File: src/rtl/ifid_hazard_ctrl.sv
// ifid_hazard_ctrl: IF/ID stall/flush, PC hold, ID/EX bubble and EX hold sequencing with imem timeout
module ifid_hazard_ctrl #(
  parameter int REG_ADDR_W   = 5,
  parameter int MC_LAT       = 4,
  parameter int IMEM_TIMEOUT = 64
) (
  input  logic                  clk,
  input  logic                  reset,
  input  logic [REG_ADDR_W-1:0] id_rs1,
  input  logic [REG_ADDR_W-1:0] id_rs2,
  input  logic                  id_uses_rs1,
  input  logic                  id_uses_rs2,
  input  logic                  ex_valid,
  input  logic [REG_ADDR_W-1:0] ex_rd,
  input  logic                  ex_mem_read,
  input  logic                  ex_mc_start,
  input  logic                  branch_taken,
  input  logic                  imem_ready,
  output logic                  IFIDWrite,
  output logic                  ifid_flush,
  output logic                  pc_hold,
  output logic                  idex_bubble,
  output logic                  ex_hold,
  output logic                  imem_err,
  output logic [1:0]            state_o
);
  localparam int TW = $clog2(IMEM_TIMEOUT + 1);
  typedef enum logic [1:0] {RUN = 2'd0, MCWAIT = 2'd1, IWAIT = 2'd2} state_t;
  state_t state_q, state_d;
  logic [7:0] mc_cnt_q, mc_cnt_d;
  logic [TW-1:0] to_cnt_q, to_cnt_d;
  logic imem_err_q, imem_err_d;
  logic load_use, br, mc, stall, flush, hold, bubble, exh;
  assign load_use = ex_valid & ex_mem_read & (ex_rd != '0) &
                    ((id_uses_rs1 & (id_rs1 == ex_rd)) | (id_uses_rs2 & (id_rs2 == ex_rd)));
  assign br = ex_valid & branch_taken;
  assign mc = ex_valid & ex_mc_start;
  always_comb begin
    state_d  = state_q;
    mc_cnt_d = mc_cnt_q;
    to_cnt_d = to_cnt_q;
    stall    = 1'b0;
    flush    = 1'b0;
    hold     = 1'b0;
    bubble   = 1'b0;
    exh      = 1'b0;
    if (state_q == RUN) begin
      if (br) begin
        flush  = 1'b1;
        bubble = 1'b1;
      end else if (mc) begin
        stall    = 1'b1;
        hold     = 1'b1;
        exh      = 1'b1;
        state_d  = (MC_LAT > 2) ? MCWAIT : RUN;
        mc_cnt_d = 8'(MC_LAT - 2);
      end else if (load_use) begin
        stall  = 1'b1;
        hold   = 1'b1;
        bubble = 1'b1;
      end else if (!imem_ready) begin
        flush    = 1'b1;
        hold     = 1'b1;
        state_d  = IWAIT;
        to_cnt_d = TW'(1);
      end
    end else if (state_q == MCWAIT) begin
      stall    = 1'b1;
      hold     = 1'b1;
      exh      = 1'b1;
      mc_cnt_d = mc_cnt_q - 8'd1;
      state_d  = (mc_cnt_q <= 8'd1) ? RUN : MCWAIT;
    end else begin
      flush    = !imem_ready | br;
      hold     = !imem_ready & !br;
      bubble   = br;
      state_d  = imem_ready ? RUN : IWAIT;
      to_cnt_d = imem_ready ? '0 : (to_cnt_q == TW'(IMEM_TIMEOUT)) ? to_cnt_q : to_cnt_q + TW'(1);
    end
    imem_err_d = imem_err_q | (to_cnt_d == TW'(IMEM_TIMEOUT));
  end
  always_ff @(posedge clk or posedge reset) begin
    if (reset) begin
      state_q    <= RUN;
      mc_cnt_q   <= '0;
      to_cnt_q   <= '0;
      imem_err_q <= 1'b0;
    end else begin
      state_q    <= state_d;
      mc_cnt_q   <= mc_cnt_d;
      to_cnt_q   <= to_cnt_d;
      imem_err_q <= imem_err_d;
    end
  end
  assign IFIDWrite   = stall & ~reset;
  assign ifid_flush  = flush & ~reset;
  assign pc_hold     = hold & ~reset;
  assign idex_bubble = bubble & ~reset;
  assign ex_hold     = exh & ~reset;
  assign imem_err    = imem_err_q & ~reset;
  assign state_o     = state_q;
endmodule
File: config.mk
export PLATFORM = sky130hd
export DESIGN_NAME = ifid_hazard_ctrl
export DESIGN_NICKNAME = d
export VERILOG_FILES = /design/src/rtl/ifid_hazard_ctrl.sv
export SDC_FILE = /design/constraint.sdc
export NUM_CORES = 1
export LEC_CHECK = 0
export CAP_MARGIN = 20
export CORE_MARGIN = 4
export CORE_UTILIZATION = 44
export CTS_CLUSTER_DIAMETER = 60
export CTS_CLUSTER_SIZE = 25
export DETAILED_ROUTE_END_ITERATION = 16
export PLACE_DENSITY = 0.85
export SLEW_MARGIN = 10
export SYNTH_ARGS = -nofsm -noshare
export SYNTH_HDL_FRONTEND = slang
export SYNTH_SLANG_ARGS = --single-unit
File: constraint.sdc
create_clock -name clk -period 2.1 [get_ports clk]
set_input_delay 0.42 -clock clk [delete_from_list [all_inputs] [get_ports clk]]
set_output_delay 0.42 -clock clk [all_outputs]
set_load 0.01 [all_outputs]
# Word-level counts from Yosys, hierarchy flattened
# Index checks and enable logic that the tools add are counted.
[word_totals]
in_bits = 24
output_inout_bits = 8
ff_bits = 18
elab_cells = 84
[classes]
muxes = 43
magnitude_cmp = 1
reduce_logical = 7
eq_ne = 9
add_sub_neg = 2
bitwise = 18
[op_table]
columns = ["cell", "n"]
rows = [
  ["two-way mux 7 bit", 8],
  ["two-way mux 8 bit", 4],
  ["two-way mux 1 bit", 24],
  ["AND 1 bit", 14],
  ["== test 7 bit, second input constant", 2],
  ["two-way mux 2 bit", 7],
  ["== test 5 bit", 2],
  ["less-or-equal comparator 8 x 1 -> 1 bit, second input constant", 1],
  ["subtractor 8 x 1 -> 8 bit, second input constant", 1],
  ["adder 7 x 1 -> 7 bit, second input constant", 1],
  ["!= test 3 bit, second input constant", 2],
  ["AND reduction 3 bit", 2],
  ["nonzero test 5 bit", 1],
  ["!= test 2 bit, second input constant", 2],
  ["bitwise OR 1 bit", 3],
  ["== test 2 x 1 -> 1 bit, second input constant", 1],
  ["zero test 1 bit", 2],
  ["zero test 2 bit", 1],
  ["nonzero test 2 bit", 1],
  ["NOT 1 bit", 1],
]

# Longest topological paths before layout
# Gate-level depths: netlist (run 1).
[logic_depth]
ltp_word = 10
mapped_depth = 8
mapped_depth_nobuf = 8

# Worst setup path after synthesis (run 1)
# No wires, ideal clock.
[synth_path]
path_kind = "in2out"
startpoint = "input ex_rd[3]"
endpoint = "output pc_hold"
stages = 7
t_arrival_ns = 1.880
slack_ns = -0.200
cell_sequence = "xor2_1 -> nor4_2 -> a32oi_2 -> o21ai_0 -> a21oi_1 -> or2_2 -> a21oi_1"
[synth_between]
elab_chain_cells = 9
elab_cells_between_ends = 13
[synth_rtl]
columns = ["element", "line_no", "text"]
rows = [
  ["from (decl)", "14", "input logic [REG_ADDR_W-1:0] ex_rd,"],
  ["== test 5 bit", "35", "((id_uses_rs1 & (id_rs1 == ex_rd)) | (id_uses_rs2 & (id_rs2 == ex_rd)));"],
  ["AND 1 bit", "35", ""],
  ["bitwise OR 1 bit", "35", ""],
  ["AND 1 bit *", "34", "assign load_use = ex_valid & ex_mem_read & (ex_rd != '0) &"],
  ["two-way mux 1 bit *", "57", "end else if (load_use) begin"],
  ["two-way mux 1 bit *", "51", "end else if (mc) begin"],
  ["two-way mux 1 bit *", "48", "if (br) begin"],
  ["two-way mux 1 bit *", "47", "if (state_q == RUN) begin"],
  ["AND 1 bit *", "97", "assign pc_hold = hold & ~reset;"],
  ["to (decl)", "21", "output logic pc_hold,"],
]
# Mark *: on every way between the ends. The rest lies on a longest branch, timed or not.

# Worst setup path in the final report (run 1)
[layout_path]
startpoint = "input id_rs1[1]"
endpoint = "output ifid_flush"
[layout_between]
elab_chain_cells = 9
[layout_rtl]
columns = ["element", "line_no", "text"]
rows = [
  ["from (decl)", "9", "input logic [REG_ADDR_W-1:0] id_rs1,"],
  ["== test 5 bit", "35", ""],
  ["AND 1 bit", "35", ""],
  ["bitwise OR 1 bit", "35", ""],
  ["AND 1 bit", "34", ""],
  ["two-way mux 1 bit", "57", ""],
  ["two-way mux 1 bit", "51", ""],
  ["two-way mux 1 bit", "48", ""],
  ["two-way mux 1 bit", "47", ""],
  ["AND 1 bit", "96", "assign ifid_flush = flush & ~reset;"],
  ["to (decl)", "20", "output logic ifid_flush,"],
]
# Every way passes these cells.

==> results.cfg, run 1 <==
[finish]
num-fill-cells = 206
seq_area_um2 = 450
nets = 250
drive_above_1_share_pct = 37.7
area_delta_synth_final_pct = 50.1
diodes = 0
multi_input_area_um2 = 897
fin_cells = 251

[logic_synthesis]
synth_nets = 181
synth_area_leaders = dfrtp_1, xor2_1, nor2_1
synth_cell_types = 39
synth_area_per_cell_um2 = 8.66
synthFlopType = dfrtp_1
synth-edff-count = 0
synth_seq_area_share_pct = 34.0
async_flop_share_pct = 100
synth.largest_area_cell = dfrtp_1
yosys_register_bits = 18
syn_inst = 153
netlist_area_um2 = 1330
yosys.area.top_type_share_pct = 34.0
yosys_warnings = 0

[power_and_ir_drop]
ir_drop_mv = 0.452
pwr_density_cell_nw_per_um2 = 634
cellLeakagePower_nw = 0.945
power_mw = 1.26

[grt]
grtUsageMet3_pct = 4.14
grt_use_total_pct = 21.6
antenna_found_initial = 0
grt_overflow = 0
grt_pass1_wl_um = 6850
grt_use_met2_pct = 36.2
grt_max_degree = 19
grt_pass1_vias = 1517
groute.layer.met1.usage_pct = 25.8
grt_busiest_layer = met2

[timing]
period_needed_ps = 2390
final_hold_viol_count = 0
fin_crit_sh_pct = 114
timing.final.ws_setup_ps = -293
tns_ps = -979
slew_headroom_pct = 74.2
fmax_ghz = 0.418
slew_viol_final = 0
finClkSkew_ps = 4.95
setup_viol = 5
rsz0062_at_grt = yes
max_slew.worst_pin.slew_ps = 386

[worst_setup_path]
cp_max_fo = 3
arrival_ps = 1970
critPathLaunchType = input port
path_class = in2out
r2r_slack_ps = 60
r2r_cells = 7
crit_path_end_kind = output pin
worstReg2RegStart = to_cnt_q[0]$_DFF_PP0_
cp-startpoint = id_rs1[1]
rr_endpoint = imem_err_q$_DFF_PP0_
setup.worst_path.end = ifid_flush
crit_required_ps = 1680

[floorplan]
fp.dieH_um = 62.9
io_pins = 32
fp.dieW_um = 62.9
initial_core_util_pct = 47.2
coreArea_um2 = 2810
dieArea_um2 = 3950
rows = 19

[place]
dpl.hpwl_um = 2960
place_inst = 238
gp_congestion = 0.896
pre_cts_ws_ps = -1120
port_buffers = 31

[clocking]
clock_path_buffers = 2
ctsHoldBuffers = 0
clk_pin_slew_ps = 100
tritoncts = done
htree_num_levels = 1
root_buffer = clkbuf_4
clk-insertion-delay-late_ps = 300
cts_buffers = 3
clock_sinks = 18

[route]
first_pass_iters = 5
vias_per_cell = 5.90
drt-total-wl_um = 4100
via_count = 1482
antenna_left = 0
drt_iter0_markers = 114
routedWlPerCell_um = 16.3
drc_errors = 0

[status]
failed_checks = negative setup slack
status = complete, but fails checks

[hold_path]
worstHoldPathType = in2async

[job]
drv_cap = 0
## cell type report
cell class | count | area share, %
clock buffer | 3 | 1.13
sequential | 18 | 22.6
timing repair buffer | 68 | 27.7
multi-input combinational | 123 | 45.1
tap | 31 | 1.95
inverter | 8 | 1.51
## metrics by stage
stage | instance area [um^2] | hold slack, ps | utilization, %
finish | 1990 | 310 | 70.9
global route | 1990 | 327 | 70.9
CTS | 1940 | 458 | 69.0
detailed placement | 1870 | 436 | 66.5
global placement | 1870 | 433 | 66.5
floorplan | 1340 | 367 | -
## cell usage in the layout (no fill, tap or decap), types with 2 or more instances in the layout
cell and instances:
clkdlybuf4s50_1 7, nand2_2 2, a31oi_1 3, buf_4 35, nand4_1 5, nor2_1 18, o21ai_0 13, xnor2_1 4
dlygate4sd2_1 4, o21ai_1 2, nor2b_1 3, and2b_2 2, dfrtp_1 18, xor2_1 7, inv_1 8, nand3_1 5
dlymetal6s2s_1 3, and3_1 3, ha_1 4, xor2_2 3, buf_2 9, clkbuf_4 3, nor3b_1 4, a21oi_1 7
nor4_2 2, clkbuf_2 2, nand2_1 7, nor4_1 4, buf_6 8
## power by group
part / switching [mW] / total, mW / internal (mW)
registers: 0.107 / 0.535 / 0.428
clock network: 0.107 / 0.174 / 0.0669
logic: 0.279 / 0.553 / 0.274
## registers in the layout, indices dropped and copies added (netlist names)
| register | flops |
|---|---|
| state_o | 2 |
| mc_cnt_q | 8 |
| to_cnt_q | 7 |
| imem_err_q | 1 |
## cell usage after synthesis, drive strengths merged, types with 2 or more instances
master,number
xnor2,5
or2,2
or2b,2
ha,4
clkbuf,3
nor2,20
a31oi,3
nand4,5
inv,8
and3,4
and2b,2
nor2b,3
nand2,9
dfrtp,18
nor4,6
o21ai,16
nor3,2
a21oi,8
xor2,10
nor3b,4
nand3,5
## worst max-delay path, cell delays in order
cell	delay (ps)
buf_6	100
xor2_2	160
nor4_2	310
a32oi_2	170
o21ai_2	190
a21oi_1	90
or2_4	250
and3_4	170
buf_6	110
## logic make-up after synthesis
logic type      count (synthesis)  share of synthesized area, %
simple gates                   68                          28.5
xor+xnor                       15                          9.91
flops                          18                          34.0
compound gates                 36                          19.8
fa+ha+maj                       4                          3.78
buf+inv                        12                          3.97
## metal layers
metal | wire, um | vias to the layer above
li1 | - | 681
met2 | 2060 | 85
met5 | 0 | -
met4 | 129 | 0
met3 | 302 | 12
met1 | 1600 | 704
## what timing repair did
item	in CTS	in global routing
endpoints found under the setup margin	11	7
resized for setup	81	17
buffers inserted	6	5
pin swaps	18	15
## worst min-delay path by stage
stage / to / depth (start not counted) / slack [ps]
after global placement: imem_err_q$_DFF_PP0_ / 2 / 430
after floorplan: imem_err_q$_DFF_PP0_ / 1 / 370
after global routing: to_cnt_q[5]$_DFF_PP0_ / 3 / 330
after CTS: imem_err_q$_DFF_PP0_ / 2 / 460
after detailed placement: imem_err_q$_DFF_PP0_ / 2 / 440
final: to_cnt_q[6]$_DFF_PP0_ / 3 / 310
(Power assumes the default switching activity.)
==> inputs of run 2 (changes only) <==
- CAP_MARGIN: 20 -> 10
- SLEW_MARGIN: 10 -> 20
==> results of run 2 <==
Final layout, timing and power as in run 1 (identical DEF).
==> inputs of run 3 (changes only) <==
==> constraint.sdc (replaced) <==
create_clock -name clk -period 2.1 [get_ports clk]
set_input_delay 0.21 -clock clk [delete_from_list [all_inputs] [get_ports clk]]
set_output_delay 0.21 -clock clk [all_outputs]
set_load 0.01 [all_outputs]
==> run 3 against run 2 <==
Against the previous run:
- the run now ends clean
- clock-buffer cell count increased by 1
- non-clock buffer count is 16 lower
- power increased by 1.9%
- clock skew is 0.71 ps lower
- largest power group unchanged
==> results.cfg, run 3 (synthesis results as in run 1) <==
[grt]
grt_max_degree = 19
grtUsageMet3_pct = 3.60
grt_overflow = 0
antenna_found_initial = 0
grt_use_met2_pct = 37.2
grt_pass1_vias = 1469
grt_busiest_layer = met2
grt_pass1_wl_um = 6320
groute.layer.met1.usage_pct = 21.5
grt_use_total_pct = 19.9

[route]
drc_errors = 0
drt_iter0_markers = 95
vias_per_cell = 5.97
first_pass_iters = 4
antenna_left = 0
routedWlPerCell_um = 16.3
drt-total-wl_um = 3850
via_count = 1409

[place]
port_buffers = 31
dpl.hpwl_um = 2960
gp_congestion = 0.838

[floorplan]
rows = 19
dieArea_um2 = 3950
initial_core_util_pct = 47.2
coreArea_um2 = 2810
fp.dieH_um = 62.9
fp.dieW_um = 62.9
io_pins = 32

[power_and_ir_drop]
power_mw = 1.29
pwr_density_cell_nw_per_um2 = 692
ir_drop_mv = 0.477
cellLeakagePower_nw = 0.847

[timing]
fmax_ghz = 0.488
slew_headroom_pct = 64.2
period_needed_ps = 2050
fin_crit_sh_pct = 97.5
max_slew.worst_pin.slew_ps = 533
slew_viol_final = 0
setup_viol = 0
tns_ps = 0
final_hold_viol_count = 0
finClkSkew_ps = 4.23

[finish]
final_cell_mix = buf_4, nor2_1, dfrtp_1, o21ai_0, clkdlybuf4s50_1
area_delta_synth_final_pct = 40.1
final_common_cell = buf_4
largest_register_ffs = 8
regMostFlops = mc_cnt_q
diodes = 0
drive_above_1_share_pct = 28.8
nets = 234

[job]
drv_cap = 0

[clocking]
tritoncts = done
clk-insertion-delay-late_ps = 300
clk_pin_slew_ps = 110
root_buffer = clkbuf_4
clock_sinks = 18
cts_buffers = 3
clock_path_buffers = 2
ctsHoldBuffers = 0
htree_num_levels = 1

[worst_setup_path]
cp_max_fo = 3
crit_path_end_kind = output pin
path_class = in2out
crit_required_ps = 1890
critPathLaunchType = input port
arrival_ps = 1840

[status]
status = finished clean

[hold_path]
worstHoldPathType = reg2reg
## run 3: cell types whose count changed in the layout (fill, tap and decap cells not counted), sizes merged
cell,delta
buf,-24
clkdlybuf4s50,+4
dlymetal6s2s,-1
clkdlybuf4s15,+3
clkbuf,+3
## run 3: stage by stage
stage | utilization (%) | setup slack (ps) | hold slack, ps | area (um^2) | instances
global route | 66.2 | -11.8 | 484 | 1860 | 236
finish | 66.2 | 51.7 | 465 | 1860 | 236
CTS | 65.3 | 3.97 | 465 | 1830 | 234
detailed placement | 63.7 | -928 | 436 | 1790 | 229
floorplan | - | 220 | 154 | 1330 | 153
global placement | 63.7 | -789 | 435 | 1790 | 229
## run 3: power by group
| part | internal, mW | leakage [nW] | switching (mW) |
|---|---|---|---|
| clock network | 0.106 | 0.0210 | 0.114 |
| registers | 0.428 | 0.231 | 0.104 |
| logic | 0.254 | 0.595 | 0.280 |
| total | 0.787 | 0.847 | 0.498 |
## run 3: layout make-up
type	count	area [um^2]
fillers	221	948
multi-input cells	123	881
flip-flops and latches	18	450
repair buffers	52	420
well taps	31	38.8
clock buffers	4	36.3
inverters	8	30.0
## run 3: worst max-delay path, stage by stage
cell and delay (ps):
clkdlybuf4s15_2 210, xor2_1 180, nor4_2 200, a32oi_2 180, o21ai_2 210, a21oi_2 90, or2_4 260, and3_4 180
buf_6 110
## run 3: timing repair
item,in CTS,in global routing
setup buffers,1,2
gates resized for setup,52,17
setup endpoints to repair,6,5
pin swaps,11,9
## run 3: per-layer routing
metal	up-vias	share of wire, %	wire [um]
met1	668	37	1430
met3	12	7.2	277
met4	0	2.3	87
met2	76	53	2050
li1	653	-	-
met5	-	0	0
## run 3: path summary, 6_finish.rpt
kind                                       start  slack (ps)  depth (start not counted)                       to
max reg2reg                to_cnt_q[0]$_DFF_PP0_          70                          7     imem_err_q$_DFF_PP0_
min reg2reg                 imem_err_q$_DFF_PP0_         460                          2     imem_err_q$_DFF_PP0_
min in group asynchronous                  reset         540                          3    to_cnt_q[6]$_DFF_PP0_
max                                     ex_rd[4]          50                          9               ifid_flush
min                         imem_err_q$_DFF_PP0_         460                          2     imem_err_q$_DFF_PP0_
max in group asynchronous                  reset        1360                          3  mc_cnt_q[2]$_DFFE_PP0P_
